[src/rtl/memctrl.sv]
// Byte-serial memory responder: runs one CPU load/store/fetch as 1, 2 or 4 sequential
// byte accesses on a synchronous byte-wide RAM port, then pulses ready for one cycle.
module memctrl #(
   parameter int unsigned ADDR_W = 16,
   parameter int unsigned RD_LAT = 1
) (
   input  logic              clk,
   input  logic              rst,
   input  logic              en,
   input  logic              we,
   input  logic [2:0]        cmd,
   input  logic [31:0]       ad,
   input  logic [31:0]       wd,
   output logic [31:0]       rd,
   output logic              ready,
   output logic [ADDR_W-1:0] mem_addr,
   output logic [7:0]        mem_wdata,
   input  logic [7:0]        mem_rdata,
   output logic              mem_we,
   output logic              mem_re
);

   localparam int unsigned CntW = $clog2(RD_LAT + 1);

   typedef enum logic [1:0] {StIdle, StIssue, StWait, StDone} state_e;

   state_e            state_q, state_d;
   logic              we_q, we_d;
   logic [1:0]        last_q, last_d;
   logic [1:0]        k_q, k_d;
   logic [ADDR_W-1:0] addr_q, addr_d;
   logic [31:0]       wd_q, wd_d;
   logic [31:0]       rd_q, rd_d;
   logic [CntW-1:0]   cnt_q, cnt_d;

   logic unused_bits;
   assign unused_bits = ^{cmd[2], ad[31:ADDR_W]};

   always_ff @(posedge clk or posedge rst) begin
      if (rst) begin
         state_q <= StIdle;
         we_q    <= 1'b0;
         last_q  <= 2'd0;
         k_q     <= 2'd0;
         addr_q  <= '0;
         wd_q    <= '0;
         rd_q    <= '0;
         cnt_q   <= '0;
      end else begin
         state_q <= state_d;
         we_q    <= we_d;
         last_q  <= last_d;
         k_q     <= k_d;
         addr_q  <= addr_d;
         wd_q    <= wd_d;
         rd_q    <= rd_d;
         cnt_q   <= cnt_d;
      end
   end

   // Strobes are decoded from state so an async reset drops them without a clock.
   always_comb begin
      state_d   = state_q;
      we_d      = we_q;
      last_d    = last_q;
      k_d       = k_q;
      addr_d    = addr_q;
      wd_d      = wd_q;
      rd_d      = rd_q;
      cnt_d     = cnt_q;
      ready     = 1'b0;
      mem_addr  = '0;
      mem_wdata = 8'h00;
      mem_we    = 1'b0;
      mem_re    = 1'b0;

      unique case (state_q)
         StIdle: begin
            if (en) begin
               we_d    = we;
               unique case (cmd[1:0])
                  2'd0:    last_d = 2'd0;
                  2'd1:    last_d = 2'd1;
                  default: last_d = 2'd3;
               endcase
               addr_d  = ad[ADDR_W-1:0];
               wd_d    = wd;
               rd_d    = '0;
               k_d     = 2'd0;
               state_d = StIssue;
            end
         end
         StIssue: begin
            mem_addr = addr_q + ADDR_W'(k_q);
            if (we_q) begin
               mem_we    = 1'b1;
               mem_wdata = wd_q[8*k_q +: 8];
               if (k_q == last_q) begin
                  state_d = StDone;
               end else begin
                  k_d = k_q + 2'd1;
               end
            end else begin
               mem_re  = 1'b1;
               cnt_d   = CntW'(RD_LAT);
               state_d = StWait;
            end
         end
         StWait: begin
            cnt_d = cnt_q - CntW'(1);
            if (cnt_q == CntW'(1)) begin
               rd_d[8*k_q +: 8] = mem_rdata;
               if (k_q == last_q) begin
                  state_d = StDone;
               end else begin
                  k_d     = k_q + 2'd1;
                  state_d = StIssue;
               end
            end
         end
         StDone: begin
            ready   = 1'b1;
            state_d = StIdle;
         end
         default: state_d = StIdle;
      endcase
   end

   assign rd = rd_q;

endmodule

[config.mk]
export PLATFORM = sky130hd
export DESIGN_NAME = memctrl
export DESIGN_NICKNAME = d
export VERILOG_FILES = /design/src/rtl/memctrl.sv
export SDC_FILE = /design/constraint.sdc
export NUM_CORES = 1
export LEC_CHECK = 0
export ABC_AREA = 1
export BUFFER_PORTS_ARGS = -buffer_cell sky130_fd_sc_hd__buf_4
export CORE_ASPECT_RATIO = 0.7
export CORE_MARGIN = 1
export CORE_UTILIZATION = 55
export DETAILED_ROUTE_END_ITERATION = 8
export PLACE_DENSITY = 0.95
export SETUP_SLACK_MARGIN = 0.5
export SYNTH_ARGS = -nofsm -noshare
export SYNTH_HDL_FRONTEND = slang
export SYNTH_SLANG_ARGS = --single-unit
[constraint.sdc]
create_clock -name clk -period 5.8 [get_ports clk]
set_input_delay 0.58 -clock clk [delete_from_list [all_inputs] [get_ports clk]]
set_output_delay 0.58 -clock clk [all_outputs]
set_load 0.01 [all_outputs]
---- Word-level counts from Yosys, hierarchy flattened ----
Cells that the tools add are included.
operators by class
  reductions and logical operators ........ 10
  mux-type cells .......................... 26
  equality and inequality tests ........... 10
  add/sub/neg operators ................... 4
  shift-type cells ........................ 3
operators with widths
  kind                       number
  $mux W32                   2
  $pmux W32 S2               1
  $neg A5 Y34                1
  $shift A8 B34 Y32 const A  1
  $shiftx A8 B34 Y32         1
  $bwmux W32                 1
  $shiftx A32 B6 Y8          1
  $mux W2                    9
  $add A16 B2 Y16            1
  $mux W16                   1
  $mux W8                    2
  $ne A2 B2 Y1 const B       4
  $pmux W2 S4                1
  $mux W1                    6
  $pmux W2 S3                1
  $reduce_and A3 Y1          2
  $eq A2 B1 Y1 const B       2
  $eq A2 B2 Y1 const B       2
  $logic_not A2 Y1           2
  $pmux W2 S2                1
  $reduce_and A2 Y1          2
  $reduce_and A4 Y1          1
  $reduce_bool A2 Y1         2
  $ne A3 B3 Y1 const B       1
  other kinds (5)            5
word-level totals
  word-level logic and storage cells ...... 61
  flip-flop bits (word level) ............. 88

---- Longest topological paths before layout ----
Gate-level depths: netlist of run 1.
  depth in word-level cells ............... 5
  mapped depth ............................ 10

---- Least setup slack after synthesis of run 1 ----
No wires, ideal clock.
  kind .................................... register to output
  start point ............................. reg k_q[0]
  end point ............................... out mem_addr[8]
  stages on the path, launching flop included .. 8
  data arrival time ....................... 1577 ps
  path buffers ............................ 0
  slack ................................... 3643 ps
  path through ............................ dfrtp_1 -> ha_1 -> fa_1 -> nand2_1 -> nor2_2 -> nand2_1 -> nor2_1 -> nor3_1
between the ends
  word-level cells in the longest chain between the ends .. 2
RTL lines
  what                    RTL line  text
  from (decl)             30        logic [1:0] k_q, k_d;
  from (signal assigned)  53        k_q <= k_d;
  $add A16 B2 Y16         94        mem_addr = addr_q + ADDR_W'(k_q);
  $mux W16                77        unique case (state_q)
  to (decl)               16        output logic [ADDR_W-1:0] mem_addr,
No other way between the ends.

---- Final worst setup path of run 1 ----
  start point ............................. reg k_q[1]
  end point ............................... out mem_addr[12]
Same word-level chain as after synthesis.

==> summary.txt, run 1 <==
Synthesis
  – Seq/Total Area, Yosys: a little under half
  – Yosys synthesis warning count: 0
  – Post-Synth XOR/XNOR Area: 0%
  – Cell Area, Synth: approximately 4600 um^2
  – Fraction of the mapped netlist area in adder cells: 3.430%
  – Combinational family with the most area after synthesis: simple AND/OR/NAND/NOR gates
  – Fraction of synthesized area in multiplexers: 0%
  – Number of flops mapped to enable cells by yosys: 0
  – Synth Area per Inst: a little under 8 um^2
  – Top cells by area in the synthesized netlist: sky130_fd_sc_hd__dfrtp_1, sky130_fd_sc_hd__nand2_1, sky130_fd_sc_hd__o21ai_0, sky130_fd_sc_hd__nor2_1, sky130_fd_sc_hd__inv_1
  – Top-area cell type share of the netlist area: about 48%
  – Syn Nets: ~690
  – Most frequently used flop master after synthesis: sky130_fd_sc_hd__dfrtp_1
  – Synth cell types: 29
  – Dominant cell type by area after synthesis: sky130_fd_sc_hd__dfrtp_1
  – Syn Inst Count: between 500 and 600
  – Total of flip-flops plus latches after synthesis: between 80 and 90
  – Simple-gate share of the synthesized area: 28.61%
  – Fraction of registers with async set or reset after synthesis: 100.0%
  – Post-synthesis compound-gate area fraction: 13.17%

Clocking
  – Clock sinks: ~90
  – Clock root buffer: sky130_fd_sc_hd__clkbuf_16
  – Number of hold buffers added after CTS: 0
  – Clk pin slew, worst setup/hold paths: 0.07 ns
  – Cts bufs inserted: 9
  – Number of levels in the clock H-tree: 3
  – Quantity of gates resized following cts: 0
  – Maximum root-to-sink buffer count: 2
  – Clock network latency to the later pin of the worst-skew pair: ~0.34 ns
  – Clock tree from TritonCTS: yes
  – Number of post-CTS setup repair buffers: 0

Power and ir drop
  – Leakage power of the design: a little over 3 nW
  – Maximum vdd ir drop: 0.0002159 V
  – PwrDens: about 470 nW/um^2
  – Post-layout total power: between 2 and 3 mW

STA
  – Minimum period implied by the final worst setup slack: roughly 3.2 ns
  – Setup TNS after final layout: 0 ns
  – Hold Slack: between 0.4 and 0.5 ns
  – Highest Clock Rate: roughly 320 MHz
  – Final setup vio count: 0
  – Final number of hold-violating endpoints: 0
  – Final number of max-transition violations: 0
  – Worst rel slew slack: between 20% and 30%
  – Fin crit share: between 50% and 60%
  – Worst setup skew after layout: between 0.005 and 0.006 ns
  – Worst-margin pin slew: ~1.1 ns
  – Unrepaired setup endpoints after global routing: no

Floorplan
  – Die Footprint: between 8000 and 9000 um^2
  – Vertical extent of the die: around 78 um
  – Starting density of the core: between 50% and 60%
  – Die X-Extent: 111.3 um
  – Site Rows: 27
  – Core Footprint: 7973 um^2
  – Top-level port count: 138

Outcome
  – Status: finished with violations
  – Violations in the final reports: DRC

Cells and area
  – Share of layout cells above drive strength 1: between 20% and 30%
  – Finished Core Util: between 70% and 80%
  – Post-layout nets: 797
  – Fill cell count: 585
  – Top library cells by usage in the layout, fill and taps aside: sky130_fd_sc_hd__nand2_1, sky130_fd_sc_hd__buf_4, sky130_fd_sc_hd__dfrtp_1
  – Total inserted antenna cells: 0
  – Area growth syn-to-layout: 26.08%
  – Most common cell after layout, fill and taps aside: sky130_fd_sc_hd__nand2_1

Detailed routing
  – Aggregate routed wire length: roughly 12000 um
  – Mean number of vias per cell: around 5.4
  – Initial DRC Count: 324
  – Post-detailed-route wirelength per cell: between 10 and 15 um
  – DRC Markers: 4
  – DR vias: approximately 4400
  – Antenna Violating Nets Remaining: 0
  – Count of TritonRoute iterations in the first routing pass: 8

Setup path
  – Data required time at the worst endpoint: roughly 5.2 ns
  – Library cell contributing the largest single delay on the critical path: sky130_fd_sc_hd__dfrtp_1
  – Setup crit start kind: register
  – CP arrival: 2.59 ns
  – Largest fanout of any net on the critical path: 23
  – List of cells traversed by the critical path: fa_1 > nand2_1 > nor2_2 > nand3_1 > o21ai_1 > inv_1 > nor2_1 > buf_4
  – Largest delay contributor family on the critical path: flip-flops
  – Buffering stage count on the worst path with inverters included: 2
  – Slowest Stage Delay on Critical Path: 0.88 ns
  – Worst Setup End Kind: primary output
  – Crit path kind: register to primary output

Global routing
  – Number of global-route vias before repair: between 4000 and 5000
  – Total congestion overflow after global routing: 0
  – Global-route total usage across every layer: slightly below 30%
  – Number of antenna violations at the first check in global routing: 0
  – First-pass GRT wire length: around 20000 um
  – Pin count of the biggest net entering global routing: 89

Place
  – Count of port buffers added during placement: 120
  – Gpl congestion: a little over 0.9
  – Detailed placer's ending HPWL: about 8300 um

Job
  – Max-cap violations: 0

Worst hold path
  – Type of the tightest min-delay check: primary input to register
[registers in the layout (all words and copies together) (netlist names)]
name	cells
wd_q	32
last_q	2
state_q	2
rd	32
we_q	1
addr_q	16
k_q	2
cnt_q	1
[final cells by class]
class / instances / area (um^2) / share of cell area (%)
Multi-Input combinational cell: 434 / 2078 / 35.86
Tap cell: 101 / 126.4 / 2.180
Clock buffer: 10 / 229.0 / 3.951
Inverter: 51 / 192.7 / 3.325
Timing Repair Buffer: 122 / 915.9 / 15.80
Clock inverter: 6 / 51.30 / 0.8851
Sequential cell: 88 / 2202 / 38.00
[path summary, 6_finish.rpt]
kind	start	end	slack, ns	cells past startpoint
max	k_q[1]	mem_addr[12]	2.63	8
min	wd[23]	wd_q[23]	0.42	3
max reg2reg	state_q[0]	last_q[0]	2.83	6
min reg2reg	wd_q[13]	wd_q[13]	0.48	2
max in group asynchronous	rst	addr_q[2]	4.52	3
min in group asynchronous	rst	wd_q[1]	0.58	3
[power breakdown]
| part | internal, mW | switching [mW] |
|---|---|---|
| clock network | 0.298 | 0.256 |
| logic | 0.404 | 0.778 |
| registers | 0.811 | 0.149 |
| total | 1.51 | 1.18 |
[kinds of logic (layout without fill, tap and decap cells)]
family                     count (synthesis)  count (layout)
and+or+nand+nor                          325             325
adders and majority gates                 12              12
DFF                                       88              88
buffers and inverters                     73             189
AOI/OAI and AO/OA                         97              97
[per-stage QoR]
| stage | setup WS (ns) | instances | area [um^2] |
|---|---|---|---|
| detailed placement | 2.870 | 796 | 5515 |
| global route | 2.503 | 812 | 5796 |
| global placement | 2.984 | 796 | 5515 |
| finish | 2.634 | 812 | 5796 |
| floorplan | 2.941 | 595 | 4597 |
| CTS | 2.701 | 812 | 5796 |
[worst min-delay path, cell delays in order]
cell	delay, ns
sky130_fd_sc_hd__buf_4	0.07
sky130_fd_sc_hd__nand2_1	0.04
sky130_fd_sc_hd__nand2_1	0.04
[layer usage]
metal  up-vias  track usage [%]  part of all wire, %
met5         -                0                    0
met1      2082            37.26                   42
met4         0            11.49                  2.3
li1       2085                -                    -
met3        38            8.726                  8.2
met2       214            46.56                   48
[Yosys cell counts (3+ instances only)]
master,instances
sky130_fd_sc_hd__a21oi_1,17
sky130_fd_sc_hd__buf_1,3
sky130_fd_sc_hd__buf_2,10
sky130_fd_sc_hd__buf_6,3
sky130_fd_sc_hd__clkbuf_1,4
sky130_fd_sc_hd__dfrtp_1,88
sky130_fd_sc_hd__ha_1,11
sky130_fd_sc_hd__inv_1,48
sky130_fd_sc_hd__inv_2,3
sky130_fd_sc_hd__nand2_1,235
sky130_fd_sc_hd__nand2_2,4
sky130_fd_sc_hd__nand3_1,11
sky130_fd_sc_hd__nand4_1,4
sky130_fd_sc_hd__nor2_1,56
sky130_fd_sc_hd__nor3_1,5
sky130_fd_sc_hd__o211ai_1,8
sky130_fd_sc_hd__o21ai_0,44
sky130_fd_sc_hd__o21ai_1,7
sky130_fd_sc_hd__o21ai_2,17
sky130_fd_sc_hd__o21ai_4,3
No activity file was read; power rests on OpenSTA's default activity.
==> run 2, diff against run 1 <==
--- a/config.mk
+++ b/config.mk
@@ -9,9 +9,9 @@
 export BUFFER_PORTS_ARGS = -buffer_cell sky130_fd_sc_hd__buf_4
 export CORE_ASPECT_RATIO = 0.7
 export CORE_MARGIN = 1
-export CORE_UTILIZATION = 55
+export CORE_UTILIZATION = 47
 export DETAILED_ROUTE_END_ITERATION = 8
-export PLACE_DENSITY = 0.95
+export PLACE_DENSITY = 0.89
 export SETUP_SLACK_MARGIN = 0.5
 export SYNTH_ARGS = -nofsm -noshare
 export SYNTH_HDL_FRONTEND = slang
==> constraint.sdc (replaced) <==
create_clock -name clk -period 2.8 [get_ports clk]
set_input_delay 0.28 -clock clk [delete_from_list [all_inputs] [get_ports clk]]
set_output_delay 0.28 -clock clk [all_outputs]
set_load 0.01 [all_outputs]
==> run 2 against run 1 <==
  * The flow now finishes without violations
  * Total power up 110%
  * Global-route usage shrank 5.2 points
  * Clock power increased by 130%
  * Critical endpoint unchanged
  * Die area rose by 17%
  * Highest routed layer unchanged
  * Core utilization is 8.2 points lower
==> summary.txt, run 2 (synthesis results as in run 1) <==
Outcome
  – Status: finished clean

Setup path
  – End of the worst register-to-register path: rd[26]
  – Setup crit start kind: register
  – CP arrival: 1.96 ns (-0.63 ns)
  – Crit path kind: register to primary output
  – Data required time at the worst endpoint: 2.52 ns (-2.70 ns)
  – Worst reg2reg setup slack: 0.81 ns (-2.02 ns)
  – Largest fanout of any net on the critical path: 4 (-83%)
  – Reg2Reg Depth: 6 (unchanged)
  – Worst R2R Start: state_q[0]
  – Worst Setup End Kind: primary output

STA
  – Worst setup skew after layout: 0.008405 ns (+0.002591 ns)
  – Final number of max-transition violations: 0 (unchanged)
  – Fin crit share: 79.91%
  – Worst rel slew slack: 38.70% (+12 points)
  – Worst-margin pin slew: 0.9175 ns (-0.1788 ns)
  – Setup TNS after final layout: 0 ns (unchanged)
  – Minimum period implied by the final worst setup slack: about 2.2 ns
  – Unrepaired setup endpoints after global routing: yes
  – Highest Clock Rate: approximately 450 MHz
  – Final number of hold-violating endpoints: 0 (unchanged)
  – Final setup slack of the worst path: 0.5626 ns (-2.071 ns)
  – Final setup vio count: 0 (unchanged)

Cells and area
  – Top library cells by usage in the layout, fill and taps aside: sky130_fd_sc_hd__nand2_1, sky130_fd_sc_hd__buf_4, sky130_fd_sc_hd__dfrtp_1
  – Area of the multi-input gates: 2133 um^2 (+2.6%)
  – Share of layout cells above drive strength 1: 26.60% (+2.4 points)
  – Area growth syn-to-layout: 30.29%
  – Fill cell count: 777 (+33%)
  – Post-layout nets: 804 (+0.88%)
  – Register cell area after layout: 2203 um^2 (about the same)
  – Most common cell after layout, fill and taps aside: sky130_fd_sc_hd__nand2_1
  – Total inserted antenna cells: 0 (unchanged)

Worst hold path
  – Type of the tightest min-delay check: primary input to asynchronous set/reset pin

Clocking
  – Clk pin slew, worst setup/hold paths: 0.06 ns (about the same)
  – Clock root buffer: sky130_fd_sc_hd__clkbuf_16
  – Maximum root-to-sink buffer count: 2 (unchanged)
  – Clock sinks: 88 (unchanged)
  – Clock tree from TritonCTS: yes
  – Cts bufs inserted: 9 (unchanged)
  – Number of levels in the clock H-tree: 3 (unchanged)
  – Clock network latency to the later pin of the worst-skew pair: 0.35 ns (about the same)
  – Number of hold buffers added after CTS: 0 (unchanged)

Detailed routing
  – Antenna Violating Nets Remaining: 0 (unchanged)
  – Initial DRC Count: 402 (+24%)
  – DRC Markers: 0 (-4)
  – Aggregate routed wire length: 11740 um (-1.6%)
  – Post-detailed-route wirelength per cell: 13.94 um (-5.1%)
  – DR vias: 4343 (-1.7%)
  – Count of TritonRoute iterations in the first routing pass: 5 (-3)
  – Mean number of vias per cell: 5.158 (-5.2%)

Power and ir drop
  – Net switching power: 2.407 mW (+100%)
  – Maximum vdd ir drop: 0.0004810 V (+120%)
  – Combinational fraction of design power: 43.2% (-0.6 points)
  – PwrDens: 960.1 nW/um^2 (+110%)
  – Part of the total power dissipated in the clock network: 22.2% (+1.6 points)
  – Sequential group share of total power: 34.6% (-1.0 points)
  – Cell-internal power: 3.344 mW (+120%)
  – Fraction of power spent switching nets: 41.85% (-2.0 points)
  – Post-layout total power: 5.750 mW (+110%)
  – Leakage power of the design: 3.087 nW (+1.3%)

Place
  – Worst setup timing slack at the placement stage: 0.7377 ns (-2.133 ns)
  – Count of port buffers added during placement: 120 (unchanged)
  – Gpl congestion: 0.9133 (-1.4%)
  – Detailed placer's ending HPWL: 8338 um (+0.81%)

Global routing
  – First-pass GRT wire length: 18940 um (-4.4%)
  – Pin count of the biggest net entering global routing: 75 (-16%)
  – Number of antenna violations at the first check in global routing: 0 (unchanged)
  – Global-route total usage across every layer: 23.86% (-5.2 points)
  – Number of global-route vias before repair: 4019 (-7.7%)
  – Total congestion overflow after global routing: 0 (unchanged)

Floorplan
  – Vertical extent of the die: 84.75 um (+8.0%)
  – Top-level port count: 138 (unchanged)
  – Die Footprint: 10190 um^2 (+17%)
  – Die X-Extent: 120.2 um (+8.0%)
  – Site Rows: 29 (+7.4%)
  – Starting density of the core: 49.49% (-8.2 points)
  – Core Footprint: 9289 um^2 (+17%)

Job
  – Max-cap violations: 0 (unchanged)
-- run 2: cell count changes in the layout (fill, tap and decap cells not counted), moves of 2 or more --
cell / before / now
sky130_fd_sc_hd__clkinvlp_4: 0 / 4
sky130_fd_sc_hd__ha_1: 11 / 9
sky130_fd_sc_hd__inv_6: 3 / 0
sky130_fd_sc_hd__buf_4: 122 / 128
sky130_fd_sc_hd__nor2_1: 56 / 54
sky130_fd_sc_hd__nand2_1: 235 / 231
sky130_fd_sc_hd__bufinv_16: 0 / 2
sky130_fd_sc_hd__nand2_2: 4 / 8
sky130_fd_sc_hd__nor2_4: 0 / 2
-- run 2: repair_timing --
item                       in CTS  in global routing
setup endpoints to repair      15                 20
gates resized for setup         5                 11
pin swaps                       0                  5
setup buffers                   0                  4
-- run 2: worst max path at each step --
| stage | start | end | cells after the start | slack [ns] |
|---|---|---|---|---|
| 3_5_place_dp | state_q[1] | mem_wdata[2] | 5 | 0.74 |
| 4_1_cts | state_q[1] | mem_wdata[2] | 5 | 0.50 |
| 6_report | addr_q[0] | mem_addr[12] | 8 | 0.56 |
| 5_1_grt | k_q[0] | mem_addr[12] | 9 | 0.47 |
| 3_3_place_gp | state_q[1] | mem_wdata[0] | 5 | 0.76 |
| 2_1_floorplan | k_q[0] | mem_addr[8] | 7 | 0.94 |
-- run 2: power groups by stage --
stage | registers [mW] | clock network (mW) | logic, mW
6_report | 1.99 | 1.28 | 2.48
5_1_grt | 2.03 | 1.35 | 2.78
4_1_cts | 1.97 | 1.30 | 2.43
3_5_place_dp | 1.98 | 0 | 2.39
3_3_place_gp | 1.96 | 0 | 2.31
2_1_floorplan | 1.92 | 0 | 1.78
-- run 2: area by class of cell --
type | count | share of cell area (%)
Clock buffer | 9 | 3.760
Multi-Input combinational cell | 434 | 35.62
Sequential cell | 88 | 36.79
Inverter | 51 | 3.259
Timing Repair Buffer | 129 | 16.38
Tap cell | 124 | 2.590
Clock inverter | 7 | 1.609
-- run 2: worst max-delay path, stage by stage (launching register included) --
cell and delay [ns]:
sky130_fd_sc_hd__dfrtp_1 0.42, sky130_fd_sc_hd__ha_4 0.18, sky130_fd_sc_hd__fa_2 0.38, sky130_fd_sc_hd__nand2_2 0.11
sky130_fd_sc_hd__nor2_4 0.06, sky130_fd_sc_hd__nand3_4 0.09, sky130_fd_sc_hd__o21ai_0 0.08, sky130_fd_sc_hd__nor2_1 0.15
sky130_fd_sc_hd__buf_4 0.14
-- run 2: through the flow --
| step | hold WS, ns | utilization, % | cell area [um^2] | instances |
|---|---|---|---|---|
| 2_1_floorplan | 0.3896 | - | 4601 | 595 |
| 3_3_place_gp | 0.4577 | 60.09 | 5582 | 822 |
| 3_5_place_dp | 0.4661 | 60.09 | 5582 | 822 |
| 4_1_cts | 0.1249 | 63.71 | 5918 | 838 |
| 5_1_grt | 0.1304 | 64.48 | 5989 | 842 |
| 6_report | 0.1161 | 64.48 | 5989 | 842 |
-- run 2: layer usage --
metal	global-route usage, %	share of wire, %	routed length [um]	up-vias
li1	-	-	-	2107
met1	33.04	46	5353	2027
met2	36.52	45	5315	182
met3	5.095	6.7	788	27
met4	9.659	2.4	280	0
met5	0	0	0	-
==> run 3, diff against run 2 <==
--- a/config.mk
+++ b/config.mk
@@ -5,13 +5,13 @@
 export SDC_FILE = /design/constraint.sdc
 export NUM_CORES = 1
 export LEC_CHECK = 0
-export ABC_AREA = 1
+export ABC_AREA = 0
 export BUFFER_PORTS_ARGS = -buffer_cell sky130_fd_sc_hd__buf_4
 export CORE_ASPECT_RATIO = 0.7
 export CORE_MARGIN = 1
-export CORE_UTILIZATION = 47
+export CORE_UTILIZATION = 51
 export DETAILED_ROUTE_END_ITERATION = 8
-export PLACE_DENSITY = 0.89
+export PLACE_DENSITY = 0.93
 export SETUP_SLACK_MARGIN = 0.5
 export SYNTH_ARGS = -nofsm -noshare
 export SYNTH_HDL_FRONTEND = slang
==> constraint.sdc (replaced) <==
create_clock -name clk -period 2.3 [get_ports clk]
set_input_delay 0.23 -clock clk [delete_from_list [all_inputs] [get_ports clk]]
set_output_delay 0.23 -clock clk [all_outputs]
set_load 0.01 [all_outputs]
==> run 3 against run 2 <==
  * Synthesized cell count is 46% lower
  * Sequential share of layout area down 2.4 points
  * Total power rose by 49%
  * Non-clock buffer count grew 39
  * Hold slack worse by 0.11 ns
  * Synthesized area fell by 9.4%
  * Die area decreased by 16%
  * The run now ends with setup timing left
  * Critical path type unchanged
  * Largest power group unchanged
  * Clock-buffer cell count is 1 higher
  * Sequential power rose by 31%
==> summary.txt, run 3 <==
Clocking
  – Maximum root-to-sink buffer count: 2 (unchanged)
  – Cts bufs inserted: 9 (unchanged)
  – Clock network latency to the later pin of the worst-skew pair: 0.34 ns (about the same)
  – Clock root buffer: sky130_fd_sc_hd__clkbuf_16
  – Number of levels in the clock H-tree: 3 (unchanged)
  – Clock sinks: 88 (unchanged)
  – Clk pin slew, worst setup/hold paths: 0.07 ns (about the same)
  – Number of hold buffers added after CTS: 0 (unchanged)
  – Clock tree from TritonCTS: yes

Cells and area
  – Most common cell after layout, fill and taps aside: sky130_fd_sc_hd__buf_4
  – Fill cell count: 426 (-45%)
  – Post-layout nets: 577 (-28%)
  – Share of layout cells above drive strength 1: 62.45% (+36 points)
  – Area growth syn-to-layout: 53.81%
  – Top library cells by usage in the layout, fill and taps aside: sky130_fd_sc_hd__buf_4, sky130_fd_sc_hd__dfrtp_1, sky130_fd_sc_hd__mux2_2
  – Total inserted antenna cells: 0 (unchanged)

Synthesis
  – Total of flip-flops plus latches after synthesis: 88 (unchanged)
  – Most used standard cells in the synthesized netlist: sky130_fd_sc_hd__dfrtp_1, sky130_fd_sc_hd__mux2_2, sky130_fd_sc_hd__a22o_1
  – Cell Area, Synth: 4166 um^2 (-9.4%)
  – Top cells by area in the synthesized netlist: sky130_fd_sc_hd__dfrtp_1, sky130_fd_sc_hd__mux2_2, sky130_fd_sc_hd__a22o_1, sky130_fd_sc_hd__mux4_2, sky130_fd_sc_hd__ha_1
  – Synth cell types: 40 (+38%)
  – Most frequently used flop master after synthesis: sky130_fd_sc_hd__dfrtp_1
  – Syn Nets: 411 (-40%)
  – Syn Inst Count: 320 (-46%)
  – Leading cell type by number of instances after synthesis: sky130_fd_sc_hd__dfrtp_1
  – Fraction of registers with async set or reset after synthesis: 100.0% (unchanged)
  – Top-area cell type share of the netlist area: 52.85% (+4.9 points)
  – Yosys synthesis warning count: 0 (unchanged)
  – Seq/Total Area, Yosys: 52.85% (+4.9 points)
  – Synth Area per Inst: 13.02 um^2 (+69%)
  – Number of flops mapped to enable cells by yosys: 0 (unchanged)
  – Dominant cell type by area after synthesis: sky130_fd_sc_hd__dfrtp_1

Power and ir drop
  – Leakage power of the design: 2.938 nW (-4.8%)
  – PwrDens: 1336 nW/um^2 (+39%)
  – Post-layout total power: 8.559 mW (+49%)
  – Maximum vdd ir drop: 0.0008667 V (+80%)

Job
  – Max-cap violations: 0 (unchanged)

Place
  – Detailed placer's ending HPWL: 6893 um (-17%)
  – Gpl congestion: 0.8359 (-8.5%)
  – Count of port buffers added during placement: 120 (unchanged)

Floorplan
  – Die X-Extent: 110.0 um (-8.5%)
  – Vertical extent of the die: 77.62 um (-8.4%)
  – Starting density of the core: 52.71% (+3.2 points)
  – Top-level port count: 138 (unchanged)
  – Die Footprint: 8541 um^2 (-16%)
  – Core Footprint: 7905 um^2 (-15%)
  – Site Rows: 27 (-6.9%)

Outcome
  – Violations in the final reports: setup timing
  – Status: finished with violations

STA
  – Final number of hold-violating endpoints: 0 (unchanged)
  – Final setup vio count: 13 (+13)
  – Worst-margin pin slew: 0.4732 ns (-0.4443 ns)
  – Worst setup skew after layout: 0.009827 ns (+0.001422 ns)
  – Final setup slack of the worst path: -0.1887 ns (-0.7512 ns)
  – Highest Clock Rate: between 400 and 500 MHz
  – Fin crit share: 108.2%
  – Minimum period implied by the final worst setup slack: ~2.5 ns
  – Unrepaired setup endpoints after global routing: yes
  – Final number of max-transition violations: 0 (unchanged)
  – Setup TNS after final layout: -1.000 ns (-1.000 ns)
  – Worst rel slew slack: 68.45% (+30 points)

Setup path
  – CP arrival: 2.26 ns (+0.30 ns)
  – Reg2Reg Depth: 10 (+4)
  – Data required time at the worst endpoint: 2.07 ns (-0.45 ns)
  – Worst reg2reg setup slack: 0.06 ns (-0.75 ns)
  – Worst R2R Start: k_q[1]
  – Launching instance or port of the critical path: k_q[0]
  – Largest fanout of any net on the critical path: 5 (+1)
  – Crit path kind: register to primary output
  – Crit path capture: mem_addr[10]
  – Setup crit start kind: register
  – End of the worst register-to-register path: rd[1]
  – Worst Setup End Kind: primary output

Detailed routing
  – Count of TritonRoute iterations in the first routing pass: 5 (unchanged)
  – Initial DRC Count: 198 (-51%)
  – DRC Markers: 0 (unchanged)
  – DR vias: 3517 (-19%)
  – Aggregate routed wire length: 12960 um (+10%)
  – Antenna Violating Nets Remaining: 0 (unchanged)
  – Mean number of vias per cell: 5.951 (+15%)
  – Post-detailed-route wirelength per cell: 21.92 um (+57%)

Global routing
  – Number of antenna violations at the first check in global routing: 0 (unchanged)
  – Pin count of the biggest net entering global routing: 89 (+19%)
  – Total congestion overflow after global routing: 0 (unchanged)
  – Global-route total usage across every layer: 26.74% (+2.9 points)
  – First-pass GRT wire length: 17050 um (-10%)
  – Number of global-route vias before repair: 3413 (-15%)

Worst hold path
  – Type of the tightest min-delay check: primary input to asynchronous set/reset pin
==> run 3: cell count changes in the layout (fill, tap and decap cells not counted), moves of 17 or more <==
cell,previous run,this run
sky130_fd_sc_hd__a22o_1,0,33
sky130_fd_sc_hd__nor2_1,54,12
sky130_fd_sc_hd__inv_1,46,2
sky130_fd_sc_hd__o21ai_2,17,0
sky130_fd_sc_hd__o21ai_0,43,4
sky130_fd_sc_hd__a21oi_1,17,0
sky130_fd_sc_hd__nand2_1,231,9
sky130_fd_sc_hd__buf_6,0,29
sky130_fd_sc_hd__mux2_2,0,50
==> run 3: worst max-delay path: stages (launching register included) <==
cell                      delay (ns)
sky130_fd_sc_hd__dfrtp_1        0.43
sky130_fd_sc_hd__ha_4           0.19
sky130_fd_sc_hd__fa_2           0.37
sky130_fd_sc_hd__and3_4         0.20
sky130_fd_sc_hd__nand4_1        0.20
sky130_fd_sc_hd__buf_4          0.17
sky130_fd_sc_hd__xor2_2         0.14
sky130_fd_sc_hd__nor2_1         0.07
sky130_fd_sc_hd__buf_4          0.15
==> run 3: final cells by class <==
| cell class | instances | area, um^2 | share of cell area (%) |
|---|---|---|---|
| inverter | 9 | 56.30 | 0.8786 |
| clock buffer | 10 | 229.0 | 3.573 |
| clock inverter | 5 | 81.33 | 1.269 |
| sequential | 88 | 2205 | 34.40 |
| multi-input combinational | 209 | 2253 | 35.16 |
| tap | 101 | 126.4 | 1.972 |
| timing repair inverter | 1 | 7.507 | 0.1171 |
| timing repair buffer | 168 | 1450 | 22.63 |
==> run 3: per-layer routing <==
layer | GRT usage [%] | vias to the layer above | wire [um]
met3 | 7.143 | 43 | 938
met5 | 0 | - | 0
met2 | 44.94 | 186 | 6534
met1 | 33.37 | 1776 | 5019
li1 | - | 1512 | -
met4 | 8.800 | 0 | 465
==> run 3: report_power, final <==
group / leakage, nW / internal, mW / switching (mW)
clock network: 0.149 / 0.948 / 0.597
logic: 1.68 / 2.44 / 1.97
registers: 1.11 / 2.08 / 0.529
==> run 3: timing repair <==
item | in CTS | in global routing
setup endpoints to repair | 61 | 61
pin swaps | 15 | 29
setup buffers | 26 | 16
gates resized for setup | 44 | 79
gates cloned | 1 | 0
==> run 3: kinds of logic (layout without fill, tap and decap cells) <==
family | count (synthesis) | after routing | share of synthesized area (%)
buffers and inverters | 23 | 193 | 2.493
adder cells (fa/ha/maj) | 12 | 12 | 3.784
multiplexers | 61 | 61 | 18.59
XOR/XNOR | 12 | 12 | 2.523
flip-flops | 88 | 88 | 52.85
AND/OR/NAND/NOR | 70 | 70 | 9.400
AO/OA/AOI/OAI | 54 | 54 | 10.36
==> run 3: worst min-delay path by stage <==
| stage | from | to | slack (ns) | depth (start not counted) |
|---|---|---|---|---|
| after floorplan | mem_rdata[0] | rd[0] | 0.36 | 1 |
| after global placement | rst | wd_q[12] | 0.39 | 3 |
| after detailed placement | rst | wd_q[28] | 0.41 | 3 |
| after CTS | rst | wd_q[7] | 0.05 | 3 |
| after global routing | rst | rd[21] | 0.08 | 3 |
| final | rst | rd[21] | 0.004 | 3 |
==> run 3: through the flow <==
step           instances  setup WS, ns  cell area (um^2)  hold WS, ns  utilization, %
6_report             591       -0.1887              6409     0.004406           81.07
4_1_cts              575       -0.1074              5922      0.04891           74.91
3_3_place_gp         533        0.2619              5213       0.3945           65.94
3_5_place_dp         533        0.1901              5213       0.4078           65.94
2_1_floorplan        320        0.4243              4195       0.3625               -
5_1_grt              591       -0.2345              6409      0.07947           81.07
